==> config.mk <==
export PLATFORM = sky130hd
export DESIGN_NAME = led_shift_ctrl
export DESIGN_NICKNAME = d
export VERILOG_FILES = /design/src/rtl/led_shift_ctrl_pkg.sv /design/src/rtl/led_shift_ctrl_tick_gen.sv /design/src/rtl/led_shift_ctrl.sv
export SDC_FILE = /design/constraint.sdc
export NUM_CORES = 1
export LEC_CHECK = 0
export ABC_AREA = 1
export BUFFER_PORTS_ARGS = -buffer_cell sky130_fd_sc_hd__buf_2
export CAP_MARGIN = 10
export CORE_UTILIZATION = 53
export CTS_CLUSTER_DIAMETER = 30
export DETAILED_ROUTE_END_ITERATION = 8
export HOLD_SLACK_MARGIN = 0.12
export PLACE_DENSITY = 0.86
export SLEW_MARGIN = 20
export SYNTH_ARGS = -nofsm -noshare
export SYNTH_HDL_FRONTEND = slang
export SYNTH_SLANG_ARGS = --single-unit
==> constraint.sdc <==
create_clock -name clk -period 1.6 [get_ports clk]
set_input_delay 0.08 -clock clk [delete_from_list [all_inputs] [get_ports clk]]
set_output_delay 0.08 -clock clk [all_outputs]
set_load 0.005 [all_outputs]
==> src/rtl/led_shift_ctrl_pkg.sv <==
// Shared definitions for the LED shift controller: FSM state encoding and
// prescaler sizing.
package led_shift_ctrl_pkg;

    typedef enum logic [1:0] {
        ST_IDLE  = 2'd0,
        ST_RUN   = 2'd1,
        ST_PAUSE = 2'd2
    } state_t;

    // Bits needed to hold the longest reload value, 2^speed_w * base_div - 1.
    function automatic int unsigned presc_width(input int unsigned speed_w,
                                                input int unsigned base_div);
        int unsigned cycles_max;
        cycles_max = (32'd1 << speed_w) * base_div;
        return (cycles_max > 32'd1) ? $clog2(cycles_max) : 1;
    endfunction

endpackage

==> src/rtl/led_shift_ctrl_tick_gen.sv <==
// Reloadable down-counter prescaler; expire is high on the cycle the count
// sits at zero while enabled, and the counter reloads on that same edge.
module tick_gen #(
    parameter int unsigned W = 4
) (
    input  logic         clk,
    input  logic         rst,
    input  logic         en,
    input  logic         load,
    input  logic [W-1:0] period,
    output logic         expire
);

    logic [W-1:0] count;

    assign expire = en && (count == '0);

    always_ff @(posedge clk or negedge rst) begin
        if (!rst) begin
            count <= '0;
        end else if (load) begin
            count <= period;
        end else if (en) begin
            count <= (count == '0) ? period : count - 1'b1;
        end
    end

endmodule

==> src/rtl/led_shift_ctrl.sv <==
// Run/pause controller for the rotating one-hot LED display: button-driven
// FSM, saturating speed register, LED rotator and prescaler instance.
module led_shift_ctrl
    import led_shift_ctrl_pkg::*;
#(
    parameter int unsigned LED_N    = 8,
    parameter int unsigned SPEED_W  = 3,
    parameter int unsigned BASE_DIV = 65536
) (
    input  logic               clk,
    input  logic               rst,
    input  logic               step,
    input  logic               step_dir,
    input  logic               btn,
    input  logic               shift_dir,
    output logic [LED_N-1:0]   led,
    output logic [SPEED_W-1:0] speed,
    output logic               running,
    output logic               tick
);

    localparam int unsigned PW    = presc_width(SPEED_W, BASE_DIV);
    localparam int unsigned STEPS = 32'd1 << SPEED_W;

    state_t             state;
    logic               btn_q;
    logic               btn_armed;
    logic               btn_rise;
    logic               expire;
    logic               load;
    logic               en;
    logic [PW-1:0]      period;
    logic [LED_N-1:0]   led_rot;
    logic [SPEED_W-1:0] speed_next;

    // A button held across reset release must not count as an edge, so a
    // rise is only accepted once the button has been seen low.
    assign btn_rise = btn && !btn_q && btn_armed;
    assign load     = btn_rise && (state != ST_RUN);
    assign en       = (state == ST_RUN);

    always_comb begin
        period     = PW'(BASE_DIV * (STEPS - 32'(speed)) - 32'd1);
        led_rot    = shift_dir ? {led[LED_N-2:0], led[LED_N-1]}
                               : {led[0], led[LED_N-1:1]};
        speed_next = speed;
        if (step_dir) begin
            if (speed != '1) speed_next = speed + 1'b1;
        end else begin
            if (speed != '0) speed_next = speed - 1'b1;
        end
    end

    tick_gen #(
        .W (PW)
    ) u_tick_gen (
        .clk    (clk),
        .rst    (rst),
        .en     (en),
        .load   (load),
        .period (period),
        .expire (expire)
    );

    always_ff @(posedge clk or negedge rst) begin
        if (!rst) begin
            state     <= ST_IDLE;
            led       <= LED_N'(1);
            speed     <= '0;
            running   <= 1'b0;
            tick      <= 1'b0;
            btn_q     <= 1'b0;
            btn_armed <= 1'b0;
        end else begin
            btn_q <= btn;
            if (!btn) btn_armed <= 1'b1;
            tick <= 1'b0;
            case (state)
                ST_IDLE: begin
                    if (step) speed <= speed_next;
                    if (btn_rise) begin
                        state   <= ST_RUN;
                        running <= 1'b1;
                    end
                end
                ST_RUN: begin
                    if (step) speed <= speed_next;
                    // Leaving RUN wins over a coincident expiry: no shift.
                    if (btn_rise) begin
                        state   <= ST_PAUSE;
                        running <= 1'b0;
                    end else if (expire) begin
                        led  <= led_rot;
                        tick <= 1'b1;
                    end
                end
                ST_PAUSE: begin
                    if (step) begin
                        led  <= led_rot;
                        tick <= 1'b1;
                    end
                    if (btn_rise) begin
                        state   <= ST_RUN;
                        running <= 1'b1;
                    end
                end
                default: begin
                    state   <= ST_IDLE;
                    running <= 1'b0;
                end
            endcase
        end
    end

endmodule
# Yosys cells after proc, flatten, opt, wreduce, memory -nomap -nowiden

Cells that the tools add are included.

Multipliers: 0
Equality and inequality tests: 10
Add/subtract/negate cells: 5
Div/mod/pow operators: 0
Reductions and logical operators: 16
Mux-type cells: 21
Order comparisons: 0
Shift operators: 0
Bitwise logic cells: 0

Operator list:

| cell                                               | number |
|---|---|
| 2-to-1 mux 19 bit                                  | 3 |
| 2-to-1 mux 8 bit                                   | 4 |
| logical NOT 19 bit                                 | 1 |
| subtractor 19 x 1 -> 19 bit, second input constant | 1 |
| subtractor 19 x 2 -> 19 bit, second input constant | 1 |
| case mux 8 bit (2 select lines)                    | 1 |
| 2-to-1 mux 3 bit                                   | 3 |
| != test 2 bit, second input constant               | 4 |
| AND reduction 4 bit                                | 2 |
| != test 2 x 1 -> 1 bit, second input constant      | 3 |
| nonzero test 2 bit                                 | 3 |
| 2-to-1 mux 1 bit                                   | 5 |
| logical AND 1 bit                                  | 4 |
| 2-to-1 mux 2 bit                                   | 2 |
| case mux 1 bit (2 select lines)                    | 2 |
| case mux 2 bit (2 select lines)                    | 1 |
| OR reduction 2 bit                                 | 2 |
| adder 3 x 1 -> 3 bit, second input constant        | 1 |
| != test 3 bit, second input constant               | 1 |
| nonzero test 3 bit                                 | 1 |
| subtractor 1 x 3 -> 3 bit, first input constant    | 1 |
| subtractor 3 x 1 -> 3 bit, second input constant   | 1 |
| == test 2 x 1 -> 1 bit, second input constant      | 1 |
| == test 2 bit, second input constant               | 1 |
| 3 further kinds                                    | 3 |

Memories: 0
Bits in latches: 0
ROM bits: 0
Register bits after elaboration: 36
Bits of input ports: 6
RAM bits: 0

# Depth between registers and ports, before layout

Gate-level depths: netlist of run 1.

Word-level depth: 5
Depth in mapped cells: 12
Gate-level depth less buffers: 11

# Modules after synthesis

A second synthesis of run 1 with hierarchy kept.

Cell total of the unflattened synthesis: 396
Area total of the unflattened synthesis: 2602.5 µm²

Modules (own cells, without submodules):

| module         | seq. area each (µm²) | times used | area each (µm²) | cells each |
|---|---|---|---|---|
| tick_gen       | 475.5                | 1          | 1596.5          | 264 |
| led_shift_ctrl | 401.6                | 1          | 1006.0          | 132 |

# Least setup slack after synthesis of run 1

OpenSTA, ideal clock, no wires.

Path kind: flip-flop to flip-flop
Start: register speed[0]
End: register speed[2]
Clock period less this slack: 1615 ps
Setup time: 79 ps
Setup slack: -15 ps
Stages on the path, launching flop included: 8
Arrival: 1535 ps
Path through: dfrtp_1 inv_1 ha_1 ha_1 o21ai_0 o211ai_1 a21oi_1 xor2_1

Cells in the longest elaborated chain, start to end: 3

RTL lines:

| what                                                           | line                 | RTL |
|---|---|---|
| start: declaration                                             | led_shift_ctrl.sv:17 | `output logic [SPEED_W-1:0] speed,` |
| start signal: assignment                                       | led_shift_ctrl.sv:80 | `if (step) speed <= speed_next;` |
| start signal: assignment                                       | led_shift_ctrl.sv:87 | `if (step) speed <= speed_next;` |
| subtractor 3 x 1 -> 3 bit (tied with other cells)              | led_shift_ctrl.sv:50 | `if (speed != '0) speed_next = speed - 1'b1;` |
| 2-to-1 mux 3 bit (tied with other cells)                       | led_shift_ctrl.sv:50 |  |
| 2-to-1 mux 3 bit / AND reduction 4 bit (equally long branches) | -                    |  |

Parallel ways exist; a longest one is shown, timed or not. The select of a mux whose other input is x is not followed.
A chain may end at the register's enable or synchronous reset.

# Final worst setup path of run 1

Start: register u_tick_gen.count[1]
End: register u_tick_gen.count[17]

Cells in the longest elaborated chain, start to end: 4

RTL lines:

| what                                                                     | line                          | RTL |
|---|---|---|
| start: declaration                                                       | led_shift_ctrl_tick_gen.sv:14 | `logic [W-1:0] count;` |
| start signal: assignment                                                 | led_shift_ctrl_tick_gen.sv:22 | `count <= period;` |
| start signal: assignment                                                 | led_shift_ctrl_tick_gen.sv:24 | `count <= (count == '0) ? period : count - 1'b1;` |
| subtractor 19 x 1 -> 19 bit / logical NOT 19 bit (equally long branches) | led_shift_ctrl_tick_gen.sv:24 |  |
| 2-to-1 mux 19 bit *                                                      | led_shift_ctrl_tick_gen.sv:24 |  |
| 2-to-1 mux 19 bit *                                                      | led_shift_ctrl_tick_gen.sv:23 | `end else if (en) begin` |
| 2-to-1 mux 19 bit *                                                      | led_shift_ctrl_tick_gen.sv:21 | `end else if (load) begin` |

Every way passes the cells marked *; elsewhere a longest branch is shown, timed or not. The select of a mux whose other input is x is not followed.

==> metrics.md, run 1 <==
| Metric | Value |
|---|---|
| Status | `complete, but fails checks` |
| Failing checks | `setup timing` |
| Die Footprint | `4210 um^2` |
| Net Sw Frac | `0.428` |
| Drc violations | `0` |
| Ant diodes | `0` |
| Final nets | `between 300 and 400` |
| IO Port Bufs | `18` |
| IO Pins | `19` |
| Die outline height | `roughly 65 um` |
| Clock root buffer | `clkbuf_8` |
| Distinct cell type count after synthesis | `32` |
| Largest net degree at the start of global routing | `23` |
| Syn nets | `267` |
| Flop pwr share | `0.317` |
| Final weighted congestion in routability-driven placement | `0.823` |
| Sequential cell area | `slightly below 900 um^2` |
| Via/cell ratio | `5.56` |
| Most frequent cells in the layout | `nand2_1 (50), dfrtp_1 (33), buf_4 (27)` |
| Slew HR | `0.647` |
| CTS buffer count | `5` |
| Yosys reg bits | `35` |
| DP HPWL | `3270 um` |
| Final ANT Viol Nets | `0` |
| VDD IR-drop max | `between 0.001 and 0.0015 V` |
| Max Cap Viol | `0` |
| Clock sink count | `35` |
| Clk slew on worst S/H paths | `0.07 ns` |
| Worst Setup Slack, final | `-0.0927 ns` |
| Pwr Density | `1370 nW/um^2` |
| Sequential share of the synthesized area | `0.419` |
| Combinational power share | `0.493` |
| Routed len/inst | `15.2 um` |
| Cell taking the most area after synthesis | `dfrtp_1` |
| DP Area | `around 2400 um^2` |
| Slew @ Worst Pin | `between 0.5 and 0.6 ns` |
| Ranking of synthesized cells by area | `dfrtp_1 (41%), nand2_1 (11%), nor2_1 (5.0%)` |
| Initial antenna violation count | `0` |
| Net Sw Power | `1640 uW` |
| Layout cells sized above 1 | `0.377` |
| RSZ-0062 raised after global routing | `true` |
| Fill cells | `247` |
| Synthesized area per cell | `~8.3 um^2` |
| TNS Setup | `-0.525 ns` |
| Clock power share | `0.191` |
| Worst skew pair latency | `0.30 ns` |
| Final Cell Area | `2780 um^2` |
| CTS H-tree depth | `2` |
| Power Internal | `2190 uW` |
| Wirelength, routed | `approximately 5400 um` |
| Inst Count DP | `336` |
| Initial DRC count | `220` |
| Core ar. | `3720 um^2` |
| Leak Pwr | `0.00126 uW` |
| Crit Path Max Fanout | `4` |
| Post-synth top area share | `0.406` |
| Cells after Synth | `between 200 and 300` |
| Area of the multi-input gates | `1270 um^2` |
| Final hold vios | `0` |
| Mapped cell area | `between 2000 and 2500 um^2` |
| CTS tree | `yes` |
| Vias in the first global route | `roughly 1900` |
| Commonest non-fill, non-tap cell in the layout | `nand2_1` |
| Synth warn | `0` |
| Clock Skew | `0.00535 ns` |
| Total GRT Usage | `0.261` |
| Cell row count | `22` |
| Power after layout | `3820 uW` |
| Critical Path End Type | `register` |
| Kind of critical path | `register to register` |
| Fmax | `between 0.5 and 0.6 GHz` |
| Pre-antenna DRT Iters | `4` |
| Synthesis-to-layout area growth | `32.7%` |
| Required time worst endpoint | `1.80 ns` |
| HP Class | `primary input to register` |
| Min Clock Period, post-route | `1.69 ns` |
| Global-route wire length before repair | `~8200 um` |
| Critical Path Source Type | `register` |
| Via count | `1991` |
| Final setup fails | `12` |
| Starting Density | `0.564` |
| Slew Limit Fails | `0` |
| Gr ovfl total | `0` |
| Bufs on Longest Clock Path | `2` |
| Chip width | `64.9 um` |
| WP data arrival | `1.89 ns` |
| Fin cells | `approximately 360` |
| Period utilisation layout | `1.06` |
## critical path, cell delays in order (launching register included)
cell,delay (ns)
dfrtp_1,0.42
inv_2,0.11
ha_4,0.14
inv_2,0.04
nor2_4,0.08
nand3_2,0.10
nor2_4,0.14
nand2_4,0.09
buf_4,0.16
o21ai_2,0.14
inv_1,0.06
nand2_1,0.05
nand2_1,0.05
## timing repair
item,CTS,global route
setup endpoints to repair,19,31
hold buffers,3,0
endpoints found under the hold margin,34,0
buffers inserted,7,4
resized for setup,20,32
cloned,1,0
pin swaps,10,16
## area by class of cell
class,instances,share of cell area
clock buffers,8,0.0360
inverters,26,0.0351
multi-input cells,189,0.456
flip-flops and latches,35,0.316
well taps,48,0.0216
repair buffers,52,0.135
## through the flow
step,utilization,worst slack (ns),hold WS [ns]
2_1_floorplan,-,0.0373,-0.216
3_3_place_gp,0.645,-0.0501,0.0764
3_5_place_dp,0.645,-0.0746,0.0854
4_1_cts,0.711,-0.0333,0.193
5_1_grt,0.748,-0.138,0.218
6_report,0.748,-0.0927,0.199
## power by group through the flow
stage | sequential [uW] | clock [uW] | combinational [uW]
after floorplan | 1170 | 0 | 954
after global placement | 1180 | 0 | 1310
after detailed placement | 1180 | 0 | 1350
after CTS | 1170 | 732 | 1580
after global routing | 1220 | 753 | 2040
final | 1210 | 729 | 1880
## cell families (layout without fill, tap and decap cells)
| kind of cell | Yosys count | in the layout | share of synthesized area |
|---|---|---|---|
| adders and majority gates | 9 | 9 | 0.0573 |
| and+or+nand+nor | 134 | 135 | 0.309 |
| muxes | 8 | 8 | 0.0382 |
| xor gates and xnor gates | 7 | 7 | 0.0293 |
| AOI/OAI and AO/OA | 30 | 30 | 0.0908 |
| DFF | 35 | 35 | 0.419 |
| buffers and inverters | 29 | 86 | 0.0561 |
## layer usage
metal / share of wire / track usage / up-vias
li1: - / - / 936
met3: 0.049 / 0.0704 / 31
met1: 0.41 / 0.292 / 945
met2: 0.50 / 0.451 / 79
met4: 0.042 / 0.133 / 0
met5: 0 / 0 / -
## registers in the layout, summed over array words and instances (netlist names)
| signal | cells |
|---|---|
| u_tick_gen.count | 19 |
| led | 8 |
| speed | 3 |
| state | 2 |
| btn_armed | 1 |
| btn_q | 1 |
| tick | 1 |
## worst paths after layout
path / startpoint / to / slack [ns] / cells past startpoint
min reg2reg: led[0] / led[0] / 0.49 / 2
min in group asynchronous: rst / u_tick_gen.count[12] / 0.29 / 2
max in group asynchronous: rst / led[0] / 0.76 / 3
max: u_tick_gen.count[1] / u_tick_gen.count[17] / -0.09 / 12
min: step_dir / speed[2] / 0.20 / 4
max reg2reg: u_tick_gen.count[1] / u_tick_gen.count[17] / -0.09 / 12
## synthesized netlist by cell type, drive strengths merged
cell	instances
nand2	66
dfrtp	34
nor2	34
inv	26
o21ai	22
nand3	18
ha	8
mux2i	8
nand3b	6
xor2	5
a21oi	4
nor3	4
or2	4
buf	3
nand4	2
o211ai	2
xnor2	2
a21boi	1
dfstp	1
fa	1
o31ai	1
Note: power is estimated with default switching activity, not from simulation.
==> run 2: changes to the inputs <==
- CORE_UTILIZATION: 53 -> 45
- MAX_ROUTING_LAYER: default -> met4
- PLACE_DENSITY: 0.86 -> 0.77
==> run 2 against run 1 <==
Cell count is 0.56% lower; die area grew 17%; register-to-register slack better by 0.12 ns; setup slack improved by 0.12 ns; core utilization is 13 points lower; via count is 5.4% lower; largest power group unchanged; power increased by 2.5%; non-clock buffer count fell by 6; the run now ends clean; wire length is 13% lower.
==> metrics.md, run 2 (synthesis gave the netlist of run 1 again) <==
| Metric | Value |
|---|---|
| Reg2reg start | `u_tick_gen.count[1]` |
| Slowest stage delay, CP | `0.39 ns (-0.03 ns)` |
| Pwr Density | `1430 nW/um^2 (+4.3%)` |
| Final Cell Area | `2730 um^2 (-1.7%)` |
| Die Footprint | `4930 um^2 (+17%)` |
| Fmax | `0.636 GHz (+7.6%)` |
| Clock sink count | `35 (unchanged)` |
| Routed len/inst | `13.4 um (-12%)` |
| Drc violations | `0 (unchanged)` |
| Core ar. | `4410 um^2 (+19%)` |
| Largest net degree at the start of global routing | `36 (+57%)` |
| Final weighted congestion in routability-driven placement | `0.808 (-1.9%)` |
| CP Launch Point | `u_tick_gen.count[1]` |
| Cell row count | `24 (+9.1%)` |
| Final hold vios | `0 (unchanged)` |
| DP Area | `2370 um^2 (-0.94%)` |
| Hold Startpoint | `step_dir` |
| Via count | `1883 (-5.4%)` |
| Ant diodes | `0 (unchanged)` |
| Final setup fails | `0 (-12)` |
| Biggest register | `u_tick_gen.count` |
| Pre-antenna DRT Iters | `4 (unchanged)` |
| CTS buffer count | `5 (unchanged)` |
| CTS tree | `yes` |
| R2R cell count | `12 (unchanged)` |
| Gr ovfl total | `0 (unchanged)` |
| Max Cap Viol | `0 (unchanged)` |
| Initial DRC count | `181 (-18%)` |
| Required time worst endpoint | `1.80 ns (about the same)` |
| Vias in the first global route | `1856 (-1.7%)` |
| Crit-path slowest cell | `dfrtp_1` |
| IO Pins | `19 (unchanged)` |
| Global-route wire length before repair | `8050 um (-2.2%)` |
| WP data arrival | `1.77 ns (-0.12 ns)` |
| Slew Limit Fails | `0 (unchanged)` |
| Chip width | `70.2 um (+8.3%)` |
| Die outline height | `70.2 um (+8.3%)` |
| Wirelength, routed | `4750 um (-13%)` |
| Fin cells | `356 (-0.56%)` |
| Via/cell ratio | `5.29 (-4.9%)` |
| Total GRT Usage | `0.212 (-0.0487)` |
| Status | `complete, no violations` |
| Layout cells sized above 1 | `0.362 (-0.0156)` |
| Min Clock Period, post-route | `1.57 ns (-0.119 ns)` |
| Period utilisation layout | `0.983 (-0.0745)` |
| Clock root buffer | `clkbuf_8` |
| VDD IR-drop max | `0.00111 V (-18%)` |
| Max FFs per register | `19 (unchanged)` |
| Hold_ws | `0.223 ns (+0.0242 ns)` |
| Slew @ Worst Pin | `0.457 ns (-0.0721 ns)` |
| Power after layout | `3920 uW (+2.5%)` |
| Clock Skew | `0.00858 ns (+0.00323 ns)` |
| RSZ-0062 raised after global routing | `true` |
| Bufs on Longest Clock Path | `2 (unchanged)` |
| Fin util | `0.619 (-0.129)` |
| Final ANT Viol Nets | `0 (unchanged)` |
| Leak Pwr | `0.00123 uW (-2.5%)` |
| HP Class | `primary input to register` |
| Commonest non-fill, non-tap cell in the layout | `nand2_1` |
| Worst skew pair latency | `0.30 ns (about the same)` |
| Clk slew on worst S/H paths | `0.08 ns (about the same)` |
| CTS H-tree depth | `2 (unchanged)` |
| Inst Count DP | `338 (+0.60%)` |
| Sequence of cells on the critical path | `inv_2, ha_4, inv_2, nor2_4, nand3_2, nor2_4, nand2_4, buf_6, o21ai_2, inv_1, nand2_1, nand2_1` |
| Biggest regs | `u_tick_gen.count (19), led (8), speed (3)` |
| Synthesis-to-layout area growth | `30.5%` |
| Initial antenna violation count | `0 (unchanged)` |
| Kind of critical path | `register to register` |
| Critical Path End Type | `register` |
| Fill cells | `351 (+42%)` |
| DP HPWL | `3140 um (-3.8%)` |
| Hold path cells | `4 (unchanged)` |
| Slew HR | `0.695 (+0.0481)` |
| IO Port Bufs | `18 (unchanged)` |
| Critical Path Source Type | `register` |
| Starting Density | `0.474 (-0.0891)` |
| Final nets | `318 (-1.9%)` |
| Crit Path Max Fanout | `4 (unchanged)` |
| Most frequent cells in the layout | `nand2_1 (51), dfrtp_1 (32), nor2_1 (22), buf_4 (22), inv_1 (19)` |
## run 2: per-layer routing
layer,up-vias,global-route usage,wire [um]
met5,-,-,0
met3,17,0.0375,209
met2,47,0.327,2290
li1,913,-,-
met1,906,0.268,2120
met4,0,0.107,131
## run 2: repair_timing
action | 4_1_cts | 5_1_grt
pin swaps | 3 | 14
endpoints found under the hold margin | 37 | 0
setup buffers | 3 | 3
cloned | 1 | 0
gates resized for setup | 11 | 34
hold buffers | 3 | 0
setup endpoints to repair | 21 | 28
## run 2: area by class of cell
type	count	area [um^2]	share of cell area
clock inverters	3	67.6	0.0247
flip-flops and latches	35	880	0.322
repair buffers	46	319	0.117
inverters	26	97.6	0.0357
clock buffers	5	68.8	0.0252
multi-input cells	189	1230	0.452
well taps	52	65.1	0.0238
## run 2: report_power, final
group / internal, uW / leakage [uW] / switching (uW) / total [uW]
Sequential: 1040 / 0.000385 / 151 / 1190
Clock: 622 / 0.0000644 / 356 / 978
Combinational: 718 / 0.000778 / 1030 / 1750
Total: 2380 / 0.00123 / 1540 / 3920
## run 2: final timing paths
check / end / slack (ns)
hold / removal: speed[2] / 0.22
hold reg to reg: btn_armed / 0.51
min in group asynchronous: led[1] / 0.35
setup / recovery: u_tick_gen.count[17] / 0.03
max in group asynchronous: u_tick_gen.count[4] / 0.89
setup reg to reg: u_tick_gen.count[17] / 0.03
## run 2: through the flow
step | setup slack, ns | TNS [ns]
floorplan | 0.0373 | 0
global placement | -0.0540 | -0.363
detailed placement | -0.102 | -0.763
CTS | 0.00601 | 0
global route | -0.0781 | -0.590
finish | 0.0265 | 0
## run 2: critical path, delay by kind of cell, from the launching register on
family / cells / cell delay (ns)
AO/OA/AOI/OAI: 1 / 0.13
adder cells (fa/ha/maj): 1 / 0.13
flip-flops: 1 / 0.39
buffers and inverters: 4 / 0.29
AND/OR/NAND/NOR: 6 / 0.50
